[src/rtl/mem_arbiter.sv]
`default_nettype none
// =============================================================================
// Module   : mem_arbiter
// Purpose  : Two-port arbiter/sequencer for the 4K x 8 single-port memory.
//            Define MEM_ARB_RR_EN for round-robin, else port 0 has priority.
// Revision : 1.0
// =============================================================================
module mem_arbiter #(
  parameter int AW = 12,
  parameter int DW = 8
) (
  input  logic          clk,
  input  logic          rst_n,
  input  logic          p0_req,
  input  logic          p0_we,
  input  logic [AW-1:0] p0_addr,
  input  logic [DW-1:0] p0_wdata,
  output logic          p0_gnt,
  output logic          p0_rvalid,
  output logic [DW-1:0] p0_rdata,
  input  logic          p1_req,
  input  logic          p1_we,
  input  logic [AW-1:0] p1_addr,
  input  logic [DW-1:0] p1_wdata,
  output logic          p1_gnt,
  output logic          p1_rvalid,
  output logic [DW-1:0] p1_rdata,
  output logic          mem_we,
  output logic          mem_re,
  output logic [AW-1:0] mem_addr,
  output logic [DW-1:0] mem_in,
  input  logic [DW-1:0] mem_out,
  output logic          busy
);

  typedef enum logic [1:0] {
    IDLE   = 2'd0,
    ACCESS = 2'd1,
    RDATA  = 2'd2
  } state_t;

  state_t        r_state,     w_state_nx;
  logic          r_win,       w_win_nx;
  logic          r_p0_gnt,    w_p0_gnt_nx;
  logic          r_p1_gnt,    w_p1_gnt_nx;
  logic          r_p0_rvalid, w_p0_rvalid_nx;
  logic          r_p1_rvalid, w_p1_rvalid_nx;
  logic [DW-1:0] r_p0_rdata,  w_p0_rdata_nx;
  logic [DW-1:0] r_p1_rdata,  w_p1_rdata_nx;
  logic          r_mem_we,    w_mem_we_nx;
  logic          r_mem_re,    w_mem_re_nx;
  logic [AW-1:0] r_mem_addr,  w_mem_addr_nx;
  logic [DW-1:0] r_mem_in,    w_mem_in_nx;
  logic          r_busy,      w_busy_nx;

  logic          w_any_req;
  logic          w_pick1;
  logic          w_sel_we;

  assign w_any_req = p0_req | p1_req;
  assign w_sel_we  = w_pick1 ? p1_we : p0_we;

`ifdef MEM_ARB_RR_EN
  // r_last holds the port granted most recently; resets to 1 so port 0 wins first
  logic r_last;

  assign w_pick1 = p1_req & (~p0_req | ~r_last);

  always_ff @(posedge clk or negedge rst_n) begin
    if (!rst_n) begin
      r_last <= 1'b1;
    end else if (r_state == IDLE && w_any_req) begin
      r_last <= w_pick1;
    end
  end
`else
  assign w_pick1 = p1_req & ~p0_req;
`endif

  always_comb begin
    w_state_nx     = r_state;
    w_win_nx       = r_win;
    w_p0_gnt_nx    = 1'b0;
    w_p1_gnt_nx    = 1'b0;
    w_p0_rvalid_nx = 1'b0;
    w_p1_rvalid_nx = 1'b0;
    w_p0_rdata_nx  = r_p0_rdata;
    w_p1_rdata_nx  = r_p1_rdata;
    w_mem_we_nx    = 1'b0;
    w_mem_re_nx    = 1'b0;
    w_mem_addr_nx  = r_mem_addr;
    w_mem_in_nx    = r_mem_in;
    w_busy_nx      = 1'b0;
    case (r_state)
      IDLE: begin
        if (w_any_req) begin
          w_state_nx    = ACCESS;
          w_win_nx      = w_pick1;
          w_p0_gnt_nx   = ~w_pick1;
          w_p1_gnt_nx   = w_pick1;
          w_mem_addr_nx = w_pick1 ? p1_addr : p0_addr;
          w_mem_in_nx   = w_pick1 ? p1_wdata : p0_wdata;
          w_mem_we_nx   = w_sel_we;
          w_mem_re_nx   = ~w_sel_we;
          w_busy_nx     = 1'b1;
        end
      end
      ACCESS: begin
        // memory samples the command at the end of this cycle
        if (r_mem_re) begin
          w_state_nx = RDATA;
          w_busy_nx  = 1'b1;
        end else begin
          w_state_nx = IDLE;
        end
      end
      RDATA: begin
        w_state_nx = IDLE;
        if (r_win) begin
          w_p1_rdata_nx  = mem_out;
          w_p1_rvalid_nx = 1'b1;
        end else begin
          w_p0_rdata_nx  = mem_out;
          w_p0_rvalid_nx = 1'b1;
        end
      end
      default: begin
        w_state_nx = IDLE;
      end
    endcase
  end

  always_ff @(posedge clk or negedge rst_n) begin
    if (!rst_n) begin
      r_state     <= IDLE;
      r_win       <= 1'b0;
      r_p0_gnt    <= 1'b0;
      r_p1_gnt    <= 1'b0;
      r_p0_rvalid <= 1'b0;
      r_p1_rvalid <= 1'b0;
      r_p0_rdata  <= '0;
      r_p1_rdata  <= '0;
      r_mem_we    <= 1'b0;
      r_mem_re    <= 1'b0;
      r_mem_addr  <= '0;
      r_mem_in    <= '0;
      r_busy      <= 1'b0;
    end else begin
      r_state     <= w_state_nx;
      r_win       <= w_win_nx;
      r_p0_gnt    <= w_p0_gnt_nx;
      r_p1_gnt    <= w_p1_gnt_nx;
      r_p0_rvalid <= w_p0_rvalid_nx;
      r_p1_rvalid <= w_p1_rvalid_nx;
      r_p0_rdata  <= w_p0_rdata_nx;
      r_p1_rdata  <= w_p1_rdata_nx;
      r_mem_we    <= w_mem_we_nx;
      r_mem_re    <= w_mem_re_nx;
      r_mem_addr  <= w_mem_addr_nx;
      r_mem_in    <= w_mem_in_nx;
      r_busy      <= w_busy_nx;
    end
  end

  assign p0_gnt    = r_p0_gnt;
  assign p1_gnt    = r_p1_gnt;
  assign p0_rvalid = r_p0_rvalid;
  assign p1_rvalid = r_p1_rvalid;
  assign p0_rdata  = r_p0_rdata;
  assign p1_rdata  = r_p1_rdata;
  assign mem_we    = r_mem_we;
  assign mem_re    = r_mem_re;
  assign mem_addr  = r_mem_addr;
  assign mem_in    = r_mem_in;
  assign busy      = r_busy;

endmodule
`default_nettype wire

[config.mk]
export PLATFORM = sky130hd
export DESIGN_NAME = mem_arbiter
export DESIGN_NICKNAME = d
export VERILOG_FILES = /design/src/rtl/mem_arbiter.sv
export SDC_FILE = /design/constraint.sdc
export NUM_CORES = 1
export LEC_CHECK = 0
export CAP_MARGIN = 20
export CORE_MARGIN = 2
export CORE_UTILIZATION = 37
export DETAILED_ROUTE_END_ITERATION = 12
export GPL_TIMING_DRIVEN = 0
export MAX_ROUTING_LAYER = met4
export PLACE_DENSITY_LB_ADDON = 0.1
export SLEW_MARGIN = 0
export SYNTH_ARGS = -nofsm -noshare
export SYNTH_HDL_FRONTEND = slang
export SYNTH_SLANG_ARGS = --single-unit
[constraint.sdc]
create_clock -name clk -period 1.4 [get_ports clk]
set_input_delay 0.21 -clock clk [delete_from_list [all_inputs] [get_ports clk]]
set_output_delay 0.21 -clock clk [all_outputs]
set_load 0.02 [all_outputs]
# == Yosys cells after proc, flatten, opt, wreduce, memory -nomap -nowiden ==
# Cells that the tools add are included.
# op_classes
n_eq_ne,3
n_mux,21
bitwise,6
n_reduce_logical,4
# op_table
op,n
2-to-1 mux 1 bit,15
2-to-1 mux 12 bit,1
2-to-1 mux 8 bit,1
AND reduction 2 bit,3
2-to-1 mux 2 bit,2
inverter 1 bit,4
one-hot mux 2 bit (2 select lines),1
"equality test 2 x 1 -> 1 bit, second input constant",1
"equality test 2 bit, second input constant",1
zero test 2 bit,1
"!= test 2 bit, second input constant",1
one-hot mux 1 bit (2 select lines),1
AND 1 bit,1
OR 1 bit,1
# word_totals
register_bits,46
in_bits,54
output_inout_bits,43
word_cells,47

# == Depth between registers and ports, before layout ==
# depth
depth_word,6
depth_mapped,5

# == Least setup slack after synthesis ==
# No wires, ideal clock.
# synth_timing
path_kind,reg-to-reg
from,reg r_state[0]
to,reg r_mem_addr[0] (netlist: mem_addr[0])
setup_time_ns,0.125
t_arrival_ns,1.235
path_slack_ns,0.040
stages_incl_launch_ff,6
n_path_buf,1
synth_period_minus_slack_ns,1.360
path_cell_list,dfrtp_1 > nor2_1 > o21ai_2 > inv_2 > buf_4 > mux2_4
# synth_between
elab_chain_len,2
# synth_lines
item,line,rtl
"start, declared",42,"state_t r_state, w_state_nx;"
"start signal, assigned",149,r_state <= w_state_nx;
zero test 2 bit,94,case (r_state)
AND reduction 2 bit (no line),-,
"end signal, assigned",159,r_mem_addr <= w_mem_addr_nx;
"end, declared",52,"logic [AW-1:0] r_mem_addr, w_mem_addr_nx;"
# No other way between the ends.
# A chain may end at the register's enable or synchronous reset.

# == Final worst setup path ==
# layout_timing
from,reg r_state[1]
to,reg r_mem_addr[0] (netlist: mem_addr[0])
# The elaborated chain is that of the path after synthesis.

==> results.toml <==
[clocking]
path_clk_slew_ns = 0.09
root_buffer = "clkbuf_8"
cts_made_buffers = 5
tritoncts = "done"
clk_path_buf_depth = 2
htreeDepth = 2
clkLatencyLatePin_ns = 0.29
cts.sinks = 46

[timing]
max_slew.worst_pin.slew_ns = 0.423
slew-limit-headroom_pct = 71.8
finalCritPeriodShare_pct = 97.3
setup_viol = 0
skew_ns = 0.00963
fmax_mhz = 734
whs_ns = 0.372
drv_slew = 0
hold_viol_final = 0
min_period_ns = 1.36

[worst_setup_path]
crit_path_end_kind = "register"
cp.arrival_ns = 1.54
cp.required_ns = 1.58
cp-start-kind = "register"
critPathMaxStageDelay_ns = 0.46
crit_type = "register to register"
crit_slowest_cell = "dfrtp_2"
crit_fanout = 6
cp_cell_sequence = "nor2_4, o21ai_4, clkinv_4, clkbuf_16, mux2_4"

[drt]
drtAntennaViolNets = 0
vias = 1395
drcViolationCount = 0
wl_um = 4680
wl_per_cell_um = 15.0
drtIter0Drc = 25
viasPerCell = 4.46
dr.pass1.iters = 2

[floorplan]
die-area_sq_um = 6180
core-area_sq_um = 5440
initial_utilization_pct = 37.9
die_w_um = 78.6
die_h_um = 78.6
num_rows = 27
io_pins = 97

[synth]
syn_avg_cell_area_sq_um = 16.6
postSynthCellCount = 124
ys_seq_elements = 46
synth_fp_nets = 178
ys_warn_count = 0
seq_area_frac_synth_pct = 55.9
syn_area_sq_um = 2060
synth_cell_types = 19

[grt]
grt_first_pass_wirelength_um = 7420
track_usage_pct = 16.1
grt_max_degree = 31
antenna_found_initial = 0
overflow = 0
grt_pass1_vias = 1482

[min_path]
min_path_type = "input port to asynchronous set/reset pin"

[final_layout]
n_fill_cell = 435
nNetsFinal = 294
fin_area_sq_um = 3390
drive_gt1_share_pct = 35.7
antenna_cells = 0
synthToLayoutAreaGrowth_pct = 64.3
layout_commonest_cell = "clkdlybuf4s50_1"
mostFrequentLayoutCells = "clkdlybuf4s50_1, dfrtp_1, dlygate4sd2_1"

[placement]
portBuffers = 96
dpl_cell_area_sq_um = 3130
place_hpwl_um = 3490
gp_congestion = 0.727

[run_status]
status = "finished clean"

[pwr]
ir_worst_vdd_uv = 662
p_leak_nw = 1.64
finalPower_w = 0.00552
power_density_nw_per_um2 = 1630

[job]
cap_violations = 0
==> flip-flops by register name (all words and copies together) (netlist names) <==
name and flops:
mem_addr 12, mem_in 8, p0_rdata 8, p1_rdata 8, r_state 2, busy 1, mem_re 1, mem_we 1
p0_gnt 1, p0_rvalid 1, p1_gnt 1, p1_rvalid 1, r_win 1
==> path summary, 6_finish.rpt <==
check	from	to	slack, ns	cells past startpoint
setup / recovery	r_state[1]	mem_addr[0]	0.04	5
hold / removal	rst_n	p1_rdata[3]	0.37	2
setup reg to reg	r_state[1]	mem_addr[0]	0.04	5
hold reg to reg	p0_rdata[0]	p0_rdata[0]	0.50	1
max in group asynchronous	rst_n	r_state[1]	0.52	3
min in group clk	p0_req	p0_gnt	0.40	2
==> final cells by class <==
class                   count  area (sq um)  share of cell area, %
plain buffers               5          73.8                   2.18
clock buffers               6          72.6                   2.14
clock inverters             2          37.5                   1.11
inverters                   2          12.5                  0.370
multi-input cells          71           875                   25.8
flip-flops and latches     46          1150                   34.0
well taps                  72          90.1                   2.66
repair buffers            109          1070                   31.7
==> report_power, final <==
group / switching, W / internal [W] / total, W
Combinational: 0.00116 / 0.00134 / 0.00250
Sequential: 0.000244 / 0.00182 / 0.00206
Clock: 0.000431 / 0.000533 / 0.000964
Total: 0.00183 / 0.00369 / 0.00552
==> cell usage after synthesis <==
cell type   n  area, sq um
o21ai_2     1         8.76
nor3b_1     1         7.51
mux2i_1     1         10.0
nand2b_4    1         13.8
a21oi_1     1         5.00
buf_6       2         22.5
inv_1       1         3.75
mux2_2     20          225
dfrtp_1    46         1150
inv_2       1         3.75
nand2_1     1         3.75
and2_1      2         12.5
nand3b_1    1         7.51
nor3_1      1         5.00
nor2_1      4         15.0
buf_4       2         15.0
buf_2       1         5.00
o21ai_0     1         5.00
mux2_4     36          541
==> metrics by stage <==
| stage | instances | setup WS, ns | setup TNS (ns) | utilization [%] |
|---|---|---|---|---|
| finish | 313 | 0.0375 | 0 | 62.2 |
| global route | 313 | -0.00510 | -0.0141 | 62.2 |
| CTS | 309 | 0.00105 | 0 | 60.7 |
| detailed placement | 293 | -0.396 | -7.63 | 57.5 |
| global placement | 292 | -1.04 | -54.96 | 57.2 |
| floorplan | 124 | 0.0403 | 0 | - |
==> critical path: cells and delay by family (launching register included) <==
family                 cells  cell delay [ns]
AOI/OAI and AO/OA          1             0.08
buffers and inverters      2             0.25
and+or+nand+nor            1             0.15
muxes                      1             0.29
DFF                        1             0.46
==> layer usage <==
layer | track usage, % | vias to the layer above | wire length, um
li1 | - | 670 | -
met1 | 18.6 | 668 | 1850
met2 | 27.9 | 51 | 2530
met3 | 4.37 | 6 | 258
met4 | 4.21 | 0 | 39
met5 | - | - | 0
==> cell families (layout without fill, tap and decap cells) <==
family,count (synthesis),count (layout),share of synthesized area (%)
compound gates,3,3,0.910
buf+inv,7,124,2.43
flops,46,46,55.9
mux,57,57,37.6
simple gates,11,11,3.16
==> repair_timing <==
item	4_1_cts	5_1_grt
setup buffers	6	2
hold buffers	1	0
gates resized for setup	53	7
pin swaps	0	1
gates cloned	1	2
hold endpoints to repair	16	0
endpoints found under the setup margin	66	28
(Power assumes the default switching activity.)
